$ cat src/rtl/game_sequencer_pkg.sv
// Shared definitions for the Block Invaders game-flow controller and its
// consumers (renderer, ship and position generators).
package game_sequencer_pkg;

  // Game phase encoding; every block that decodes state uses this type.
  typedef enum logic [2:0] {
    ATTRACT   = 3'd0,
    PLAY      = 3'd1,
    RESPAWN   = 3'd2,
    LEVEL_UP  = 3'd3,
    GAME_OVER = 3'd4
  } state_t;

  localparam int unsigned STATE_W = 3;
  localparam int unsigned SCORE_W = 14;
  localparam int unsigned LEVEL_W = 3;
  localparam int unsigned CNT_W   = 8;

  // Saturating score accumulate; one extra bit catches the overflow.
  function automatic logic [SCORE_W-1:0] score_add(
    input logic [SCORE_W-1:0] cur,
    input logic [SCORE_W-1:0] inc,
    input logic [SCORE_W-1:0] max
  );
    logic [SCORE_W:0] sum;
    sum = {1'b0, cur} + {1'b0, inc};
    if (sum > {1'b0, max}) begin
      return max;
    end
    return sum[SCORE_W-1:0];
  endfunction

endpackage

$ cat src/rtl/game_sequencer_frame_timer.sv
// Frame timing: synchronises the active-low vsync, emits a one-clock
// frame_tick on each falling edge and counts ticks in a saturating counter
// that the sequencer clears on every phase change.
module frame_timer
  import game_sequencer_pkg::*;
(
  input  logic             clk,
  input  logic             rst,
  input  logic             vsync,
  input  logic             clear,
  output logic             frame_tick,
  output logic [CNT_W-1:0] count
);

  logic sync_new;
  logic sync_old;
  logic sync_prev;

  // Two-flop synchroniser plus one history flop; the tick is registered,
  // giving three clocks from the vsync fall to frame_tick.
  always_ff @(posedge clk or posedge rst) begin
    if (rst) begin
      sync_new   <= 1'b1;
      sync_old   <= 1'b1;
      sync_prev  <= 1'b1;
      frame_tick <= 1'b0;
    end else begin
      sync_new   <= vsync;
      sync_old   <= sync_new;
      sync_prev  <= sync_old;
      frame_tick <= sync_prev & ~sync_old;
    end
  end

  // Saturating frame counter; clear wins over a coincident tick.
  always_ff @(posedge clk or posedge rst) begin
    if (rst) begin
      count <= '0;
    end else if (clear) begin
      count <= '0;
    end else if (frame_tick && (count != '1)) begin
      count <= count + CNT_W'(1);
    end
  end

endmodule

$ cat src/rtl/game_sequencer.sv
// Block Invaders game-flow controller: attract / play / respawn / level-up /
// game-over sequencing, with lives, score and level bookkeeping.
module game_sequencer
  import game_sequencer_pkg::*;
#(
  parameter int unsigned LIVES_INIT      = 3,
  parameter int unsigned RESPAWN_FRAMES  = 120,
  parameter int unsigned LEVELUP_FRAMES  = 90,
  parameter int unsigned GAMEOVER_FRAMES = 180,
  parameter int unsigned BLINK_FRAMES    = 8,
  parameter int unsigned SCORE_PER_HIT   = 10,
  parameter int unsigned SCORE_MAX       = 9999,
  parameter int unsigned LEVEL_MAX       = 7
) (
  input  logic               clk_100MHz,
  input  logic               reset,
  input  logic               vsync,
  input  logic               start,
  input  logic               ship_shot,
  input  logic               laser_shot,
  input  logic               wave_clear,
  output logic               frame_tick,
  output logic [STATE_W-1:0] state,
  output logic               play_en,
  output logic               blink,
  output logic [1:0]         lives,
  output logic [SCORE_W-1:0] score,
  output logic [LEVEL_W-1:0] level
);

  localparam logic [CNT_W-1:0]   RESPAWN_CNT  = CNT_W'(RESPAWN_FRAMES);
  localparam logic [CNT_W-1:0]   LEVELUP_CNT  = CNT_W'(LEVELUP_FRAMES);
  localparam logic [CNT_W-1:0]   GAMEOVER_CNT = CNT_W'(GAMEOVER_FRAMES);
  localparam logic [CNT_W:0]     BLINK_DIV    = (CNT_W+1)'(BLINK_FRAMES);
  localparam logic [1:0]         LIVES_LOAD   = 2'(LIVES_INIT);
  localparam logic [SCORE_W-1:0] SCORE_INC    = SCORE_W'(SCORE_PER_HIT);
  localparam logic [SCORE_W-1:0] SCORE_TOP    = SCORE_W'(SCORE_MAX);
  localparam logic [LEVEL_W-1:0] LEVEL_TOP    = LEVEL_W'(LEVEL_MAX);

  state_t           state_q;
  state_t           state_next;
  logic             state_change;
  logic             arm;
  logic [CNT_W-1:0] count;
  logic [CNT_W:0]   count_p1;
  logic             blink_hit;

  assign state = state_q;

  // The counter must clear on the very edge the phase changes, otherwise a
  // stale count from the previous phase could end the new phase at once, so
  // the next state is resolved combinationally and its change drives clear.
  assign state_change = (state_next != state_q);

  frame_timer u_frame_timer (
    .clk        (clk_100MHz),
    .rst        (reset),
    .vsync      (vsync),
    .clear      (state_change),
    .frame_tick (frame_tick),
    .count      (count)
  );

  // Blink toggles on the tick that brings the count to a multiple of the
  // half-period.
  assign count_p1  = {1'b0, count} + (CNT_W+1)'(1);
  assign blink_hit = frame_tick && ((count_p1 % BLINK_DIV) == '0);

  // Next-phase decision; ship_shot outranks wave_clear in PLAY.
  always_comb begin
    state_next = state_q;
    case (state_q)
      ATTRACT: begin
        if (start && arm) begin
          state_next = PLAY;
        end
      end
      PLAY: begin
        if (ship_shot) begin
          state_next = (lives <= 2'd1) ? GAME_OVER : RESPAWN;
        end else if (wave_clear) begin
          state_next = LEVEL_UP;
        end
      end
      RESPAWN: begin
        if (count >= RESPAWN_CNT) begin
          state_next = PLAY;
        end
      end
      LEVEL_UP: begin
        if (count >= LEVELUP_CNT) begin
          state_next = PLAY;
        end
      end
      GAME_OVER: begin
        if (count >= GAMEOVER_CNT) begin
          state_next = ATTRACT;
        end
      end
      default: state_next = ATTRACT;
    endcase
  end

  // Phase register with registered outputs, lives, score and level.
  always_ff @(posedge clk_100MHz or posedge reset) begin
    if (reset) begin
      state_q <= ATTRACT;
      play_en <= 1'b0;
      blink   <= 1'b1;
      lives   <= '0;
      score   <= '0;
      level   <= '0;
      arm     <= 1'b0;
    end else begin
      state_q <= state_next;
      play_en <= (state_next == PLAY);

      // Arm only after start has been seen low in ATTRACT, so a held
      // button cannot restart the game.
      if ((state_q == ATTRACT) && (state_next == ATTRACT)) begin
        if (!start) begin
          arm <= 1'b1;
        end
      end else begin
        arm <= 1'b0;
      end

      case (state_q)
        ATTRACT: begin
          if (state_next == PLAY) begin
            lives <= LIVES_LOAD;
            score <= '0;
            level <= '0;
            blink <= 1'b1;
          end
        end
        PLAY: begin
          if (laser_shot) begin
            score <= score_add(score, SCORE_INC, SCORE_TOP);
          end
          if (ship_shot) begin
            lives <= (lives == '0) ? '0 : lives - 2'd1;
          end else if (wave_clear && (level < LEVEL_TOP)) begin
            level <= level + LEVEL_W'(1);
          end
        end
        RESPAWN: begin
          if (state_next == PLAY) begin
            blink <= 1'b1;
          end else if (blink_hit) begin
            blink <= ~blink;
          end
        end
        default: begin
        end
      endcase
    end
  end

endmodule

$ cat config.mk
export PLATFORM = sky130hd
export DESIGN_NAME = game_sequencer
export DESIGN_NICKNAME = d
export VERILOG_FILES = /design/src/rtl/game_sequencer_pkg.sv /design/src/rtl/game_sequencer_frame_timer.sv /design/src/rtl/game_sequencer.sv
export SDC_FILE = /design/constraint.sdc
export NUM_CORES = 1
export LEC_CHECK = 0
export BUFFER_PORTS_ARGS = -buffer_cell sky130_fd_sc_hd__buf_2
export CELL_PAD_IN_SITES_DETAIL_PLACEMENT = 0
export CELL_PAD_IN_SITES_GLOBAL_PLACEMENT = 1
export CORE_ASPECT_RATIO = 1.5
export CORE_MARGIN = 4
export CORE_UTILIZATION = 31
export DETAILED_ROUTE_END_ITERATION = 10
export GPL_TIMING_DRIVEN = 1
export HOLD_SLACK_MARGIN = 0.02
export PLACE_DENSITY_LB_ADDON = 0.2
export REMOVE_ABC_BUFFERS = 1
export SETUP_SLACK_MARGIN = 0.05
export SYNTH_ARGS = -nofsm -noshare
export SYNTH_HDL_FRONTEND = slang
export SYNTH_HIERARCHICAL = 1
export SYNTH_SLANG_ARGS = --single-unit
$ cat constraint.sdc
create_clock -name clk_100MHz -period 2.8 [get_ports clk_100MHz]
set_clock_uncertainty 0.2 [all_clocks]
set_input_delay 0.56 -clock clk_100MHz [delete_from_list [all_inputs] [get_ports clk_100MHz]]
set_output_delay 0.56 -clock clk_100MHz [all_outputs]
set_load 0.05 [all_outputs]
==> results of run 1 <==
-- worst max-delay path, cell delays in order, from the launching register on --
cell	delay, ns
dfrtp_2	0.45
ha_1	0.28
o2111ai_4	0.18
nor3_1	0.32
mux2i_2	0.32
o21bai_4	0.23
nand2_2	0.15
o311a_1	0.30
-- repair_timing --
action                     4_1_cts  5_1_grt
hold endpoints to repair         0        0
resized for setup                0        2
setup endpoints to repair        0        1
-- cell type report --
| type | count | area, µm² |
|---|---|---|
| multi-input cells | 185 | 1270 |
| clock buffers | 5 | 68.8 |
| well taps | 100 | 125 |
| fillers | 786 | 4500 |
| inverters | 14 | 52.6 |
| clock inverters | 3 | 17.5 |
| flip-flops and latches | 37 | 932 |
| repair buffers | 45 | 260 |
-- cell families (layout without fill, tap and decap cells) --
| family | Yosys count | in the layout | synth area share, % |
|---|---|---|---|
| DFF | 37 | 37 | 40.3 |
| adders and majority gates | 4 | 4 | 2.17 |
| xor gates and xnor gates | 1 | 1 | 0.379 |
| muxes | 8 | 8 | 4.33 |
| and+or+nand+nor | 96 | 96 | 21.4 |
| AOI/OAI and AO/OA | 76 | 76 | 26.6 |
| buffers and inverters | 24 | 67 | 4.82 |
-- per-stage QoR --
stage | setup WS, ns | util [%]
2_1_floorplan | -0.123 | -
3_3_place_gp | 0.267 | 36.5
3_5_place_dp | 0.227 | 36.5
4_1_cts | 0.211 | 37.7
5_1_grt | 0.119 | 37.7
6_report | 0.265 | 37.7
-- worst max-delay path by stage --
| stage | startpoint | end | slack [ns] | cells past startpoint |
|---|---|---|---|---|
| floorplan | state[0] | u_frame_timer/count[4] | -0.12 | 8 |
| global placement | score[2] | score[3] | 0.27 | 7 |
| detailed placement | score[2] | score[3] | 0.23 | 7 |
| CTS | score[2] | score[3] | 0.21 | 7 |
| global route | score[2] | score[3] | 0.12 | 7 |
| finish | score[2] | score[3] | 0.26 | 7 |
-- flip-flops by register name, summed over array words and instances, names as in the netlist --
| register | count |
|---|---|
| play_en | 1 |
| lives | 2 |
| blink | 1 |
| u_frame_timer/frame_tick | 1 |
| score | 14 |
| u_frame_timer/sync_old | 1 |
| u_frame_timer/count | 8 |
| state | 3 |
| u_frame_timer/sync_prev | 1 |
| level | 3 |
| u_frame_timer/sync_new | 1 |
| arm | 1 |
-- report_power, final --
part           internal (mW)  switching, mW
Sequential             0.632          0.173
Combinational          0.377          0.592
Clock                  0.172          0.197
-- cells in the mapped netlist, types with 2 or more instances --
master	number
nand4_1	5
a31oi_1	5
o22ai_1	4
o2bb2ai_1	2
clkbuf_1	5
or3_1	2
nand2b_1	6
o2111ai_1	3
a21o_1	3
o31ai_1	3
o211ai_1	4
nor4_1	2
o21ai_0	11
ha_1	4
a21oi_2	2
nand3_1	6
a211oi_1	2
inv_1	14
nand2_1	24
a21boi_0	2
buf_6	2
nor2b_1	8
and3_1	3
mux2i_1	4
dfrtp_1	33
and4_1	3
a21oi_1	13
dfstp_2	4
buf_2	2
mux2_4	4
nor2_1	22
nor3_1	6
-- per-layer routing --
layer  global-route usage, %  wire, µm  vias up
li1                        -         -      990
met1                    15.7      2390      977
met2                    27.7      3430       39
met3                    2.53       252        5
met4                    4.78        78        0
met5                       0         0        -
==> impl_metrics.py, run 1 <==
metrics = {
    "sta": {
        "min_period_over_period_pct": 90.6,
        "rsz0062_at_grt": "no",
        "hold_viol_final": 0,
        "setup_tns_ns": 0,
        "final-max-slew-violation-count": 0,
        "tightestPinTransition_ns": 0.525,
        "setup_viol": 0,
        "maxSlewHeadroom_pct": 64.9,
        "fin_crit_ns": 2.54,
        "fmax_ghz": 0.394,
        "holdWs_ns": 0.0933,
    },
    "floorplanning": {
        "num_rows": 38,
        "initial_core_util_pct": 32.0,
        "die_w_um": 78.5,
        "die_h_um": 114,
        "core-area_um2": 7230,
        "dieArea_um2": 8920,
        "io_pins": 32,
    },
    "logic_synthesis": {
        "async_reset_ff_share_pct": 100,
        "synth_area_leader_cell": "dfrtp_1",
        "ys_warn_count": 6,
        "synthCells": 246,
        "synth_cell_type_count": 65,
        "synth_area_per_cell_um2": 9.39,
        "synthTopCellsByArea": "dfrtp_1 36%, dfstp_2 4.6%, nand2_1 3.9%, nor2_1 3.6%, a21oi_1 2.8%",
        "synth-main-ff-cell": "dfrtp_1",
        "ys_seq_elements": 37,
        "yosysSeqAreaShare_pct": 40.3,
        "synth_top_area_share_pct": 35.8,
        "synth_edf_count": 0,
        "syn-cell-area_um2": 2310,
    },
    "worst_setup_path": {
        "cp_max_fo": 9,
        "required_ns": 2.77,
        "r2r_setup_slack_ns": 0.26,
        "startpoint_type": "register",
        "crit_type": "reg2reg",
        "rr_worst_depth": 7,
        "crit_arrival_ns": 2.51,
        "r2r-start": "score[2]",
        "end_kind": "register",
        "regToRegEndpoint": "score[3]",
    },
    "grt": {
        "grt_overflow_total": 0,
        "grt_max_degree": 26,
        "grt_pass1_vias": 2056,
        "track_usage_pct": 14.4,
        "antenna_found_initial": 0,
        "grt_pass1_wl_mm": 10.2,
    },
    "cells_and_area": {
        "drive_above_1_share_pct": 27.7,
        "nets": 299,
        "diodes": 0,
        "stdcell_count": 389,
        "final_cell_mix": "32 x dfrtp_1, 31 x buf_2, 24 x nand2_1",
        "layout_commonest_cell": "dfrtp_1",
        "area_delta_synth_final_pct": 18.1,
        "finish.instance_area_um2": 2730,
    },
    "clock_network": {
        "insertion_delay_ns": 0.28,
        "cts_inserted_buffers": 5,
        "root_buffer": "clkbuf_8",
        "postCtsHoldBufs": 0,
        "clk_pin_slew_ns": 0.08,
        "cts_setup_buffers": 0,
        "cts_buffer_depth": 2,
        "cts_tree": "done",
        "cts.htree.levels": 2,
        "cts.sinks": 37,
    },
    "placed_design": {
        "gp_congestion": 0.803,
        "post_dp_cell_area_um2": 2640,
        "place_inst": 381,
        "dp_hpwl_mm": 4.68,
        "io_buffers": 31,
    },
    "power_and_ir_drop": {
        "peakVddDrop_uv": 368,
        "p_per_area_nw_per_um2": 785,
        "p_leak_nw": 1.19,
        "power_mw": 2.14,
    },
    "route": {
        "first_pass_iters": 4,
        "viasPerCell": 5.17,
        "num_vias": 2011,
        "antenna_left": 0,
        "drc_errors": 0,
        "routed_wl_mm": 6.15,
        "drtIter0Drc": 66,
        "wl_per_cell_um": 15.8,
    },
    "outcome": {
        "run_status": "completed",
    },
    "job": {
        "maxCapViolCount": 0,
    },
    "worst_hold_path": {
        "hold_path.class": "in2async",
    },
}
Note: power is estimated with default switching activity, not from simulation.
==> run 2, diff against run 1 <==
--- a/config.mk
+++ b/config.mk
@@ -15,6 +15,7 @@
 export GPL_TIMING_DRIVEN = 1
 export HOLD_SLACK_MARGIN = 0.02
 export PLACE_DENSITY_LB_ADDON = 0.2
+export RECOVER_POWER = 100
 export REMOVE_ABC_BUFFERS = 1
 export SETUP_SLACK_MARGIN = 0.05
 export SYNTH_ARGS = -nofsm -noshare
==> run 2 against run 1 <==
  * Setup slack worse by 0.023 ns
  * Sequential power is essentially flat
  * Register-to-register slack lost 0.02 ns
  * Clock power barely moved
  * Design area is 3.0% lower
  * Combinational power down 5.4%
  * Routed wire length up 0.31%
  * Cell count stayed put
  * Fmax decreased by 0.91%
  * Die area unchanged
  * Non-clock buffer count did not move
==> impl_metrics.py, run 2 (same netlist as run 1, synthesis figures left out) <==
metrics = {
    "floorplanning": {
        "io_pins": 32,
        "die_w_um": 78.5,
        "dieArea_um2": 8920,
        "die_h_um": 114,
        "num_rows": 38,
        "initial_core_util_pct": 32.0,
        "core-area_um2": 7230,
    },
    "power_and_ir_drop": {
        "p_leak_nw": 1.07,
        "p_per_area_nw_per_um2": 790,
        "peakVddDrop_uv": 353,
        "power_mw": 2.09,
    },
    "worst_setup_path": {
        "startpoint_type": "register",
        "crit_slowest_cell": "dfrtp_2",
        "path_cells": "ha_1 -> a211o_1 -> a2111o_1 -> nand3_2 -> a22oi_2 -> o21bai_4 -> nand2_1 -> o311a_1",
        "crit_family": "compound AO/OA/AOI/OAI gates",
        "end_kind": "register",
        "crit_path_max_incr_delay_ns": 0.47,
        "crit_arrival_ns": 2.53,
        "required_ns": 2.77,
        "cp_max_fo": 9,
        "cp_num_buf_inv": 0,
        "crit_type": "reg2reg",
    },
    "cells_and_area": {
        "layout_commonest_cell": "dfrtp_1",
        "nets": 299,
        "final_cell_mix": "32 x dfrtp_1, 28 x clkbuf_1, 25 x nand2_1",
        "post-route-util_pct": 36.6,
        "diodes": 0,
        "largest-register": "score",
        "largest_reg_flops": 14,
        "stdcell_count": 389,
        "area_delta_synth_final_pct": 14.6,
        "drive_above_1_share_pct": 14.2,
        "reg_top3": "score (14), u_frame_timer/count (8)",
    },
    "clock_network": {
        "cts_tree": "done",
        "cts_buffer_depth": 2,
        "insertion_delay_ns": 0.29,
        "postCtsHoldBufs": 0,
        "cts_inserted_buffers": 5,
        "cts.htree.levels": 2,
        "clk_pin_slew_ns": 0.08,
        "root_buffer": "clkbuf_8",
        "cts.sinks": 37,
        "cts_setup_buffers": 0,
    },
    "route": {
        "first_pass_iters": 6,
        "drc_errors": 0,
        "drtIter0Drc": 87,
        "wl_per_cell_um": 15.9,
        "routed_wl_mm": 6.17,
        "viasPerCell": 5.21,
        "num_vias": 2026,
        "antenna_left": 0,
    },
    "grt": {
        "grt_max_degree": 26,
        "antenna_found_initial": 0,
        "grt_pass1_vias": 2056,
        "grt_overflow_total": 0,
        "grt_pass1_wl_mm": 10.2,
        "track_usage_pct": 14.4,
    },
    "sta": {
        "final-max-slew-violation-count": 0,
        "tightestPinTransition_ns": 1.49,
        "maxSlewHeadroom_pct": 0.560,
        "worst_slack_ns": 0.241,
        "min_period_over_period_pct": 91.4,
        "hold_viol_final": 0,
        "setup_viol": 0,
        "rsz0062_at_grt": "no",
        "fin_crit_ns": 2.56,
        "fmax_ghz": 0.391,
        "setup_tns_ns": 0,
    },
    "placed_design": {
        "dp_hpwl_mm": 4.68,
        "io_buffers": 31,
        "place_inst": 381,
        "gp_congestion": 0.803,
        "post-place-ws_ns": 0.227,
    },
    "outcome": {
        "run_status": "completed",
    },
    "job": {
        "maxCapViolCount": 0,
    },
    "worst_hold_path": {
        "hold_path.class": "in2async",
    },
}
-- run 2: power by group --
part           switching (mW)  internal [mW]  leakage (nW)  total (mW)
Clock                   0.198          0.172        0.0439       0.370
Sequential              0.173          0.631         0.449       0.804
Combinational           0.587          0.329         0.582       0.916
-- run 2: cell type report --
class                   instances  area (µm²)
fillers                       800        4580
well taps                     100         125
repair buffers                 45         220
multi-input cells             185        1230
inverters                      14        52.6
clock buffers                   5        68.8
flip-flops and latches         37         932
clock inverters                 3        17.5
-- run 2: worst paths after layout --
check	start	endpoint	slack, ns	cells past startpoint
worst max-delay path	score[2]	score[3]	0.24	8
worst min-delay path	reset	u_frame_timer/frame_tick	0.08	2
worst max register to register	score[2]	score[3]	0.24	8
worst min register to register	u_frame_timer/sync_new	u_frame_timer/sync_old	0.16	0
max in group asynchronous	reset	score[2]	0.87	3
min in group clk_100MHz	u_frame_timer/sync_new	u_frame_timer/sync_old	0.16	0
-- run 2: metal layers --
metal,GRT usage [%],wire length (µm),vias up
met5,0,0,-
li1,-,-,993
met3,2.53,181,5
met2,27.7,3430,29
met1,15.7,2480,999
met4,4.78,78,0
-- run 2: repair_timing --
action                                  CTS  global route
resized for setup                         0             2
endpoints found under the setup margin    0             1
endpoints found under the hold margin     0             0
-- run 2: stage by stage --
stage / hold slack (ns) / cell area (µm²)
5_1_grt: 0.110 / 2650
2_1_floorplan: 0.145 / 2250
3_5_place_dp: 0.150 / 2640
6_report: 0.0760 / 2650
4_1_cts: 0.105 / 2720
3_3_place_gp: 0.146 / 2640
-- run 2: worst register-to-register path, delay by kind of cell, from the launching register on --
kind	cells	cell delay (ns)
AO/OA/AOI/OAI	5	1.25
AND/OR/NAND/NOR	2	0.26
adder cells (fa/ha/maj)	1	0.26
flip-flops	1	0.47
